<file path="src/rtl/frame_buffer_scheduler.sv">
// frame_buffer_scheduler: triple-buffer rotation and capture sequencing for the SDRAM frame store; FB_SNAPSHOT_EN adds single-frame capture.
// Latency: all outputs registered, each response visible one cycle after the triggering pulse.
// Backpressure: none; every event pulse is consumed in the cycle it arrives.
module frame_buffer_scheduler #(
    parameter int                ADDR_W     = 23,
    parameter logic [ADDR_W-1:0] BASE_ADDR  = 23'h000000,
    parameter logic [ADDR_W-1:0] BUF_STRIDE = 23'h080000
) (
    input  logic              iCLK,
    input  logic              iRST_N,
    input  logic              iSTART,
    input  logic              iSTOP,
    input  logic              iSNAP,
    input  logic              iWR_SOF,
    input  logic              iWR_EOF,
    input  logic              iRD_SOF,
    output logic [ADDR_W-1:0] oWR_BASE,
    output logic [ADDR_W-1:0] oRD_BASE,
    output logic              oWR_LOAD,
    output logic              oRD_LOAD,
    output logic              oWR_EN,
    output logic [1:0]        oSTATE,
    output logic [15:0]       oFRAME_CNT,
    output logic [15:0]       oDROP_CNT
);

    typedef enum logic [1:0] {
        IDLE     = 2'd0,
        ARM      = 2'd1,
        CAPTURE  = 2'd2,
        STOPPING = 2'd3
    } state_t;

    state_t      state, state_n;
    logic [1:0]  wr_idx, rdy_idx, rd_idx;
    logic [1:0]  wr_idx_n, rdy_idx_n, rd_idx_n;
    logic        rdy_valid, rdy_valid_n;
    logic        in_frame, in_frame_n;
    logic        wr_load_n, rd_load_n, publish;
    logic [15:0] frame_cnt_n, drop_cnt_n;

`ifdef FB_SNAPSHOT_EN
    logic single, single_n;
`else
    logic unused_snap;
    assign unused_snap = iSNAP;
`endif

    function automatic logic [ADDR_W-1:0] base_of(input logic [1:0] idx);
        case (idx)
            2'd0:    base_of = BASE_ADDR;
            2'd1:    base_of = BASE_ADDR + BUF_STRIDE;
            default: base_of = BASE_ADDR + BUF_STRIDE + BUF_STRIDE;
        endcase
    endfunction

    always_comb begin
        state_n     = state;
        wr_idx_n    = wr_idx;
        rdy_idx_n   = rdy_idx;
        rd_idx_n    = rd_idx;
        rdy_valid_n = rdy_valid;
        in_frame_n  = in_frame;
        frame_cnt_n = oFRAME_CNT;
        drop_cnt_n  = oDROP_CNT;
        wr_load_n   = 1'b0;
        rd_load_n   = 1'b0;
        publish     = 1'b0;
`ifdef FB_SNAPSHOT_EN
        single_n    = single;
`endif
        case (state)
            IDLE: begin
                if (iSTART && !iSTOP) begin
                    state_n = ARM;
                end
`ifdef FB_SNAPSHOT_EN
                else if (iSNAP && !iSTOP) begin
                    state_n  = ARM;
                    single_n = 1'b1;
                end
`endif
            end
            ARM: begin
                if (iSTOP) begin
                    state_n = IDLE;
                end else if (iWR_SOF) begin
                    state_n    = CAPTURE;
                    in_frame_n = 1'b1;
                    wr_load_n  = 1'b1;
                end
            end
            CAPTURE: begin
                // EOF is resolved before SOF so a back-to-back frame boundary publishes first
                if (iWR_EOF && in_frame) begin
                    publish    = 1'b1;
                    in_frame_n = 1'b0;
                end
`ifdef FB_SNAPSHOT_EN
                if (publish && single) begin
                    state_n  = IDLE;
                    single_n = 1'b0;
                end else
`endif
                begin
                    if (iWR_SOF) begin
                        in_frame_n = 1'b1;
                        wr_load_n  = 1'b1;
                    end
                    if (iSTOP) begin
                        state_n = in_frame_n ? STOPPING : IDLE;
                    end
                end
            end
            STOPPING: begin
                if (iWR_EOF) begin
                    publish    = 1'b1;
                    in_frame_n = 1'b0;
                    state_n    = IDLE;
`ifdef FB_SNAPSHOT_EN
                    single_n   = 1'b0;
`endif
                end
                if (iSTART && !iSTOP) begin
                    state_n = CAPTURE;
                end
            end
            default: state_n = IDLE;
        endcase

`ifdef FB_SNAPSHOT_EN
        if (iSTART && !iSTOP) begin
            single_n = 1'b0;
        end
`endif

        if (publish) begin
            wr_idx_n    = rdy_idx;
            rdy_idx_n   = wr_idx;
            rdy_valid_n = 1'b1;
            frame_cnt_n = oFRAME_CNT + 16'd1;
            if (rdy_valid && (oDROP_CNT != 16'hFFFF)) begin
                drop_cnt_n = oDROP_CNT + 16'd1;
            end
        end

        // Read swap sees the post-publish ready buffer; with nothing new the display repeats its frame
        if (iRD_SOF) begin
            rd_load_n = 1'b1;
            if (rdy_valid_n) begin
                rd_idx_n    = rdy_idx_n;
                rdy_idx_n   = rd_idx;
                rdy_valid_n = 1'b0;
            end
        end
    end

    always_ff @(posedge iCLK) begin
        if (!iRST_N) begin
            state      <= IDLE;
            wr_idx     <= 2'd0;
            rdy_idx    <= 2'd2;
            rd_idx     <= 2'd1;
            rdy_valid  <= 1'b0;
            in_frame   <= 1'b0;
            oWR_LOAD   <= 1'b0;
            oRD_LOAD   <= 1'b0;
            oFRAME_CNT <= 16'd0;
            oDROP_CNT  <= 16'd0;
            oWR_BASE   <= BASE_ADDR;
            oRD_BASE   <= BASE_ADDR + BUF_STRIDE;
`ifdef FB_SNAPSHOT_EN
            single     <= 1'b0;
`endif
        end else begin
            state      <= state_n;
            wr_idx     <= wr_idx_n;
            rdy_idx    <= rdy_idx_n;
            rd_idx     <= rd_idx_n;
            rdy_valid  <= rdy_valid_n;
            in_frame   <= in_frame_n;
            oWR_LOAD   <= wr_load_n;
            oRD_LOAD   <= rd_load_n;
            oFRAME_CNT <= frame_cnt_n;
            oDROP_CNT  <= drop_cnt_n;
            oWR_BASE   <= base_of(wr_idx_n);
            oRD_BASE   <= base_of(rd_idx_n);
`ifdef FB_SNAPSHOT_EN
            single     <= single_n;
`endif
        end
    end

    assign oSTATE = state;
    assign oWR_EN = in_frame;

endmodule

</file>
<file path="config.mk">
export PLATFORM = sky130hd
export DESIGN_NAME = frame_buffer_scheduler
export DESIGN_NICKNAME = d
export VERILOG_FILES = /design/src/rtl/frame_buffer_scheduler.sv
export SDC_FILE = /design/constraint.sdc
export NUM_CORES = 1
export LEC_CHECK = 0
export CORE_MARGIN = 5
export CORE_UTILIZATION = 35
export DETAILED_ROUTE_END_ITERATION = 10
export PLACE_DENSITY = 0.65
export SYNTH_ARGS = -nofsm -noshare
export SYNTH_HDL_FRONTEND = slang
export SYNTH_SLANG_ARGS = --single-unit
</file>
<file path="constraint.sdc">
create_clock -name iCLK -period 2.6 [get_ports iCLK]
set_clock_uncertainty 0.1 [all_clocks]
set_input_delay 0.65 -clock iCLK [delete_from_list [all_inputs] [get_ports iCLK]]
set_output_delay 0.65 -clock iCLK [all_outputs]
set_load 0.05 [all_outputs]
</file>
==> impl_metrics.toml <==
[run_status]
outcome = "complete, no violations"

[grt]
antenna_found_initial = 0
grt_pass1_wl_um = 9600
grt_overflow = 0
grt_max_degree = 35
grt_pass1_vias = 2037
track_usage_pct = 11.8

[power_and_ir_drop]
power.density_nw_per_um2 = 502
ir_worst_vdd_mv = 0.207
pwr-share-comb_pct = 15.9
seq_power_share_pct = 44.9
p_leak_nw = 1.18
p_sw_mw = 0.479
p_int_mw = 1.16
power.share.clock_pct = 39.2
swShare_pct = 29.2

[synthesis]
ys.warnings.count = 0
seq_area_frac_synth_pct = 34.9
synthesis.area_um2 = 2690
ys_top_cells_by_area = "dfxtp_1 (35%), buf_4 (12%), a21oi_1 (5.0%)"
netlist_instances = 320
synthArstFlopShare_pct = 0
yosys.area.top_type_share_pct = 34.9
ys_ff_latch = 47
ys.flop_type = "dfxtp_1"
synth_commonest_cells = "dfxtp_1 (47), buf_4 (43), a21oi_1 (27)"
yosysMostFrequentCell = "dfxtp_1"
yosysTopAreaCell = "dfxtp_1"
synth_edf_count = 0
yosysUniqueCellTypes = 47
avgSynthCellArea_um2 = 8.42

[place]
place.gp.congestion = 0.822
place_ws_ns = 0.0380
numPortBuffers = 47
dp_hpwl_um = 4390

[sta]
final-setup-viol-count = 0
setup_tns_ns = 0
rsz0062_at_grt = "false"
slew_headroom_pct = 52.7
layout_setup_ws_ns = 0.221
hold_viol = 0
finalCritPeriodShare_pct = 91.5
maxSlewViolCount = 0
tightest_slew_ns = 0.703
whs_ns = 0.378
max_freq_ghz = 0.420
finalCriticalPeriod_ns = 2.38

[routing]
dr.first_iter.drc_count = 78
ant_nets = 0
num_vias = 2329
drc_errors = 0
drtPass1Iterations = 4
wl_per_cell_um = 12.6
routed_wl_um = 5940
vias_per_cell = 4.92

[clock_tree]
cts.sinks = 47
clkLatencyLatePin_ns = 0.30
clkTransAtPathRegs_ns = 0.09
cts_buffers = 5
postCtsSetupBuffers = 0
ctsHtreeMaxLevel = 2
cts-root-buf = "clkbuf_8"
cts_buffer_depth = 2
cts_tree = "yes"
cts_hold_buffers = 0
cts_resized = 0

[worst_setup_path]
worstPathRequired_ns = 2.73
crit_type = "flip-flop to flip-flop"
endpoint_kind = "flip-flop"
crit_fanout = 10
ff2ff_setup_slack_ns = 0.22
cp-start-kind = "flip-flop"
crit_arrival_ns = 2.51

[die]
core_area_um2 = 7610
initial_core_util_pct = 35.4
dieArea_um2 = 9550
row_count = 32
ioPinCount = 91
die_w_um = 97.7
die_h_um = 97.7

[cells_and_area]
finish.utilization_pct = 42.9
nFillCells = 778
finalNetCount = 385
area_delta_synth_final_pct = 21.2
final_layout_size_suffix_gt1_share_pct = 6.74
diodes = 0

[min_path]
hold_path.class = "flip-flop to flip-flop"

[job]
maxCapViolations = 0
[cells in the final DEF (no fill, tap or decap), types with 2 or more instances in the layout]
master,count
o41ai_1,2
o31ai_1,8
a21oi_1,27
clkdlybuf4s50_1,47
xnor2_1,2
ha_1,7
mux2i_1,6
conb_1,42
a211oi_1,4
dfxtp_1,47
nand2b_1,8
xor2_1,5
or3_1,8
nor4_1,7
and2_1,7
nand4_1,10
nor2b_1,4
inv_1,9
nor2_1,16
nand4_2,2
nand3_1,14
clkbuf_8,5
or4_1,8
and3_1,5
nor3_1,3
buf_4,8
o21a_1,3
o21ai_0,18
bufinv_16,2
nor3b_1,2
nand2_1,16
and4_1,2
[power groups by stage]
stage	sequential [mW]	clock, mW	combinational [mW]
detailed placement	0.752	0	0.260
global route	0.738	0.698	0.277
finish	0.736	0.643	0.261
global placement	0.752	0	0.256
floorplan	0.775	0	0.239
CTS	0.736	0.659	0.260
[cells by family (layout without fill, tap and decap cells)]
group / Yosys count / count (layout) / share of synthesized area [%]
flip-flops: 47 / 47 / 34.9
AO/OA/AOI/OAI: 70 / 70 / 15.7
buffers and inverters: 64 / 74 / 16.2
other: 1 / 42 / 0.139
XOR/XNOR: 7 / 7 / 2.28
adder cells (fa/ha/maj): 7 / 7 / 3.25
AND/OR/NAND/NOR: 118 / 118 / 25.3
multiplexers: 6 / 6 / 2.23
[final cells by class]
type / instances / area [um2] / area share (%)
multi-input combinational: 250 / 1470 / 45.1
sequential: 47 / 941 / 28.8
clock buffer: 5 / 68.8 / 2.11
timing repair buffer: 56 / 551 / 16.9
clock inverter: 3 / 67.6 / 2.07
tap: 102 / 128 / 3.91
inverter: 10 / 37.5 / 1.15
[metrics by stage]
stage,instance area (um2),instances,total power [mW]
after global routing,3260,473,1.71
after floorplan,2850,361,1.01
after CTS,3260,472,1.66
after global placement,3120,464,1.01
final,3260,473,1.64
after detailed placement,3120,464,1.01
[state kept, by name, indices dropped and copies added (netlist names)]
register,count
oDROP_CNT,16
oFRAME_CNT,16
oRD_BASE,2
oSTATE,2
rd_idx,2
rdy_idx,2
wr_idx,2
oRD_LOAD,1
oWR_BASE,1
oWR_EN,1
oWR_LOAD,1
rdy_valid,1
[layer usage]
layer	vias up	share of wire (%)	track usage, %	wire (um)
met3	7	6.3	3.50	376
met1	1081	44	14.7	2640
met5	-	0	0	0
li1	1172	-	-	-
met4	0	1.5	4.37	92
met2	69	48	19.5	2830
[final timing paths]
check | to | from | cells after the start
min | rdy_idx[0] | rd_idx[0] | 2
max | oFRAME_CNT[15] | oSTATE[0] | 7
max reg2reg | oFRAME_CNT[15] | oSTATE[0] | 7
min reg2reg | rdy_idx[0] | rd_idx[0] | 2
[critical path: stages, from the launching register on]
cell and delay [ns]:
dfxtp_1 0.36, inv_1 0.13, ha_1 0.30, a21o_1 0.40, nand4_1 0.20, buf_4 0.21
or4_1 0.46, a21oi_1 0.14
Power figures use the tool's default switching activity.
